==> src/rtl/mem_wb_skid_reg.sv <==
// MEM->WB boundary register: valid/ready handshake with a two-entry skid buffer,
// flush-to-bubble and a retired-transfer counter.
module mem_wb_skid_reg #(
    parameter int unsigned DATA_W  = 32,
    parameter int unsigned REG_W   = 5,
    parameter int unsigned INSTR_W = 32,
    parameter int unsigned CNT_W   = 16
) (
    input  logic               clk,
    input  logic               reset,
    input  logic               flush,
    input  logic               in_valid,
    output logic               in_ready,
    input  logic               in_regwrite,
    input  logic               in_memtoreg,
    input  logic [DATA_W-1:0]  in_aluout,
    input  logic [DATA_W-1:0]  in_readdata,
    input  logic [REG_W-1:0]   in_writereg,
    input  logic [INSTR_W-1:0] in_instr,
    output logic               out_valid,
    input  logic               out_ready,
    output logic               out_regwrite,
    output logic               out_memtoreg,
    output logic [DATA_W-1:0]  out_aluout,
    output logic [DATA_W-1:0]  out_readdata,
    output logic [REG_W-1:0]   out_writereg,
    output logic [INSTR_W-1:0] out_instr,
    output logic [DATA_W-1:0]  out_result,
    output logic [1:0]         occupancy,
    output logic [CNT_W-1:0]   retired_count
);

    typedef struct packed {
        logic               regwrite;
        logic               memtoreg;
        logic [DATA_W-1:0]  aluout;
        logic [DATA_W-1:0]  readdata;
        logic [REG_W-1:0]   writereg;
        logic [INSTR_W-1:0] instr;
    } entry_t;

    // Encoding equals the number of entries held.
    typedef enum logic [1:0] {
        EMPTY = 2'd0,
        ONE   = 2'd1,
        TWO   = 2'd2
    } state_e;

    state_e           state_q, state_d;
    entry_t           main_q, main_d;
    entry_t           skid_q, skid_d;
    logic [CNT_W-1:0] cnt_q, cnt_d;

    entry_t in_ent_c;
    logic   in_xfer_c;
    logic   out_xfer_c;

    assign in_ent_c.regwrite = in_regwrite;
    assign in_ent_c.memtoreg = in_memtoreg;
    assign in_ent_c.aluout   = in_aluout;
    assign in_ent_c.readdata = in_readdata;
    assign in_ent_c.writereg = in_writereg;
    assign in_ent_c.instr    = in_instr;

    assign in_ready   = (state_q != TWO);
    assign out_valid  = (state_q != EMPTY);
    assign in_xfer_c  = in_valid & in_ready;
    assign out_xfer_c = out_valid & out_ready;

    // Next-state and payload movement; flush overrides everything but the count.
    always_comb begin
        state_d = state_q;
        main_d  = main_q;
        skid_d  = skid_q;
        cnt_d   = cnt_q + CNT_W'(out_xfer_c);
        case (state_q)
            EMPTY: begin
                if (in_xfer_c) begin
                    main_d  = in_ent_c;
                    state_d = ONE;
                end
            end
            ONE: begin
                case ({in_xfer_c, out_xfer_c})
                    2'b10: begin
                        skid_d  = in_ent_c;
                        state_d = TWO;
                    end
                    2'b01:   state_d = EMPTY;
                    2'b11:   main_d  = in_ent_c;
                    default: ;
                endcase
            end
            TWO: begin
                if (out_xfer_c) begin
                    main_d  = skid_q;
                    state_d = ONE;
                end
            end
            default: state_d = EMPTY;
        endcase
        if (flush) begin
            state_d = EMPTY;
            main_d  = '0;
            skid_d  = '0;
        end
    end

    always_ff @(posedge clk) begin
        if (reset) begin
            state_q <= EMPTY;
            main_q  <= '0;
            skid_q  <= '0;
            cnt_q   <= '0;
        end else begin
            state_q <= state_d;
            main_q  <= main_d;
            skid_q  <= skid_d;
            cnt_q   <= cnt_d;
        end
    end

    // Control bits gated so a bubble can never write the register file.
    assign out_regwrite  = main_q.regwrite & out_valid;
    assign out_memtoreg  = main_q.memtoreg & out_valid;
    assign out_aluout    = main_q.aluout;
    assign out_readdata  = main_q.readdata;
    assign out_writereg  = main_q.writereg;
    assign out_instr     = main_q.instr;
    assign out_result    = out_memtoreg ? main_q.readdata : main_q.aluout;
    assign occupancy     = 2'(state_q);
    assign retired_count = cnt_q;

endmodule

==> config.mk <==
export PLATFORM = sky130hd
export DESIGN_NAME = mem_wb_skid_reg
export DESIGN_NICKNAME = d
export VERILOG_FILES = /design/src/rtl/mem_wb_skid_reg.sv
export SDC_FILE = /design/constraint.sdc
export NUM_CORES = 1
export LEC_CHECK = 0
export ABC_AREA = 0
export ABC_CLOCK_PERIOD_IN_PS = 1800
export BUFFER_PORTS_ARGS = -buffer_cell sky130_fd_sc_hd__clkbuf_2
export CAP_MARGIN = 0
export CORE_ASPECT_RATIO = 0.9
export CORE_MARGIN = 2
export CORE_UTILIZATION = 45
export CTS_BUF_LIST = sky130_fd_sc_hd__clkbuf_8
export DETAILED_ROUTE_END_ITERATION = 16
export PLACE_DENSITY_LB_ADDON = 0.15
export SLEW_MARGIN = 20
export SYNTH_ARGS = -nofsm -noshare
export SYNTH_HDL_FRONTEND = slang
export SYNTH_SLANG_ARGS = --single-unit
==> constraint.sdc <==
create_clock -name clk -period 1.8 [get_ports clk]
set_input_delay 0.09 -clock clk [delete_from_list [all_inputs] [get_ports clk]]
set_output_delay 0.09 -clock clk [all_outputs]
set_load 0.03 [all_outputs]
==> metrics.yaml <==
cts:
  htree_levels: 2
  numCtsBuffers: 39
  cts_buffer_depth: 3
  cts_tree: "done"
  clkLatencyLatePin_ns: 0.52
  clock-root-buffer: "clkbuf_8"
  path_clk_slew_ns: 0.05
  cts.sink_count: 224
floorplan:
  core_um2: 22510
  fp.dieArea_um2: 24140
  rows: 52
  die_h_um: 147.6
  die_w_um: 163.6
  io_pins: 263
  initial_core_util: 0.4580
placement:
  gp_congestion: 0.8330
  dp_hpwl_mm: 16.22
  place_area_um2: 11250
  io_buffers: 262
synth:
  synth_warnings: 0
  syn_inst: 1144
  ys.flop_type: "dfxtp_1"
  ys_async_sr_fraction: 0
  ys_ff_latch: 224
  synth_edf_count: 0
  ys_types: 41
  yosysSeqAreaShare: 0.4350
  syn_area_um2: 10310
  synth_fp_nets: 1254
  avgSynthCellArea_um2: 9.012
grt:
  grt_usage: 0.2207
  grt_max_degree: 102
  overflow: 0
  antenna_found_initial: 1
  grt_pass1_wl_mm: 43.07
  grt_pass1_vias: 8261
hold_path:
  min_path_type: "input pin to flop"
  holdCritStartpoint: "in_valid"
  min_delay_path_depth: 4
timing:
  period_share: 1.072
  finalHoldViolCount: 0
  relSlewSlack: 0.6333
  report.final.slew_viol_count: 0
  setup_viol: 33
  fin_tns_setup_ns: -3.165
  worst_pin_slew_ns: 0.5501
  setup_ws_ns: -0.1288
  grt_setup_unrepaired: "true"
  fmax_mhz: 518.5
  min_period_ns: 1.929
  clock_skew_ns: 0.01091
detailed_routing:
  avgViaCountPerCell: 5.017
  detail_route.wl_per_cell_um: 16.15
  drc: 0
  vias: 8760
  wirelength_mm: 28.20
  drtPass1Iterations: 5
  drt_iter0_drc: 526
  ant_nets: 0
power_and_ir_drop:
  powerDensity_nw_per_um2: 807.1
  total_power_mw: 11.16
  ir_drop_mv: 0.5103
  p_leak_nw: 6.406
cells_and_area:
  layout-drive-gt1-share: 0.3239
  fin_nets: 1538
  syn2layout_area_growth_pct: 34.15
  nFillCells: 1896
  final_area_um2: 13830
critical_path:
  required_ns: 2.25
  path_cells: "nor2_4 -> buf_4 -> buf_6 -> nor2b_1 -> ha_2 -> nand3_2 -> or2_4 -> or4_1 -> a21oi_1"
  cp_slowest_stage_delay_ns: 0.46
  path_max_fanout: 3
  crit_type: "flop to flop"
  setup.worst_path.start: "occupancy[1]"
  worstPathArrival_ns: 2.38
  crit_path_end_kind: "flop"
  startpoint_type: "flop"
  r2r_cells: 9
  r2r-start: "occupancy[1]"
  slowest_stage: "or4_1"
run:
  cap_viol_max_count: 0
outcome:
  outcome: "complete, but fails checks"
  violations: "negative setup slack"
[cell type report]
type	instances	area, um^2	share of cell area
antenna	1	2.502	0.0001809
multi-input combinational	730	4772	0.3450
inverter	4	17.52	0.001267
clock buffer	48	660.6	0.04777
tap	297	371.6	0.02687
timing repair buffer	429	3466	0.2506
clock inverter	13	51.30	0.003709
sequential	224	4489	0.3246
[flip-flops by register name, summed over array words and instances, names as in the netlist]
register,flops
main_q,2
skid_q,103
retired_count,16
out_writereg,5
occupancy,2
out_aluout,32
out_readdata,32
out_instr,32
[cells by family after synthesis]
family	share of synthesized area
AO/OA/AOI/OAI	0.1547
multiplexers	0.1370
XOR/XNOR	0.006795
flip-flops	0.4350
AND/OR/NAND/NOR	0.1421
adder cells (fa/ha/maj)	0.002427
buffers and inverters	0.1220
[through the flow]
step           std cells  worst slack [ns]  hold slack [ns]    util
2_1_floorplan       1144           0.01468           0.1530       -
3_3_place_gp        1551           0.09728           0.3264  0.4996
3_5_place_dp        1551           0.08909           0.3336  0.4996
4_1_cts             1729           -0.1983          0.06831  0.6060
5_1_grt             1746           -0.1886           0.1519  0.6144
6_report            1746           -0.1288           0.1157  0.6144
[worst paths after layout]
kind / endpoint / slack [ns]
setup reg to reg: retired_count[13] / -0.13
hold reg to reg: skid_q[67] / 0.45
hold / removal: occupancy[0] / 0.12
setup / recovery: retired_count[13] / -0.13
[worst max-delay path: cells and delay by family (launching register included)]
kind / cells / cell delay, ns
AND/OR/NAND/NOR: 5 / 0.96
buffers and inverters: 2 / 0.23
flip-flops: 1 / 0.36
AO/OA/AOI/OAI: 1 / 0.13
adder cells (fa/ha/maj): 1 / 0.19
[routing by layer]
layer  routed length [um]  up-vias  part of all wire  global-route usage
met1                12720     4084              0.45              0.2946
met2                13100      255              0.46              0.3559
met3                 1644       57             0.058             0.04405
met5                    0        -                 0                   0
met4                  736        0             0.026             0.07895
li1                     -     4364                 -                   -
[synthesized netlist by cell type, types with 4 or more instances]
cell	instances	area (um^2)
buf_4	117	878.3
mux2_2	32	360.4
a211oi_2	40	500.5
inv_1	4	15.01
buf_6	7	78.83
nand3_1	5	25.02
a21oi_1	109	545.5
mux2i_1	104	1041
nor2b_1	7	43.79
nand2_1	214	803.3
xnor2_1	4	35.03
dfxtp_1	224	4484
a211oi_1	64	480.5
buf_2	33	165.2
nor2_1	114	427.9
clkbuf_1	24	90.09
xor2_1	4	35.03
[repair_timing]
item                                    4_1_cts  5_1_grt
pin swaps                                     2        6
gates resized for setup                     107       48
hold endpoints to repair                    221        0
endpoints found under the setup margin       34       41
cloned                                        4        2
setup buffers                                 8       17
hold buffers                                105        0
[layout by cell type, fill, tap and decap left out, types with 2 or more instances in the layout]
cell	instances
buf_12	18
or2_4	2
o21ai_0	2
buf_4	38
buf_8	32
nand2b_1	2
clkbuf_2	229
clkbuf_16	2
clkinv_2	2
nand4_1	3
or3_1	2
mux2i_1	104
xnor2_1	4
nand2_1	211
nor2_1	113
o31ai_1	2
or4_1	2
xor2_1	4
clkbuf_8	49
nand3_1	4
mux2_4	32
a211oi_2	40
dlygate4sd3_1	105
nor2b_1	7
inv_1	13
a21oi_1	109
a211oi_1	64
dfxtp_1	222
[power by group]
group / leakage (nW) / internal (mW) / switching, mW
clock: 0.412 / 2.37 / 1.98
sequential: 1.82 / 5.09 / 0.104
combinational: 4.18 / 0.705 / 0.925
Note: power is estimated with default switching activity, not from simulation.
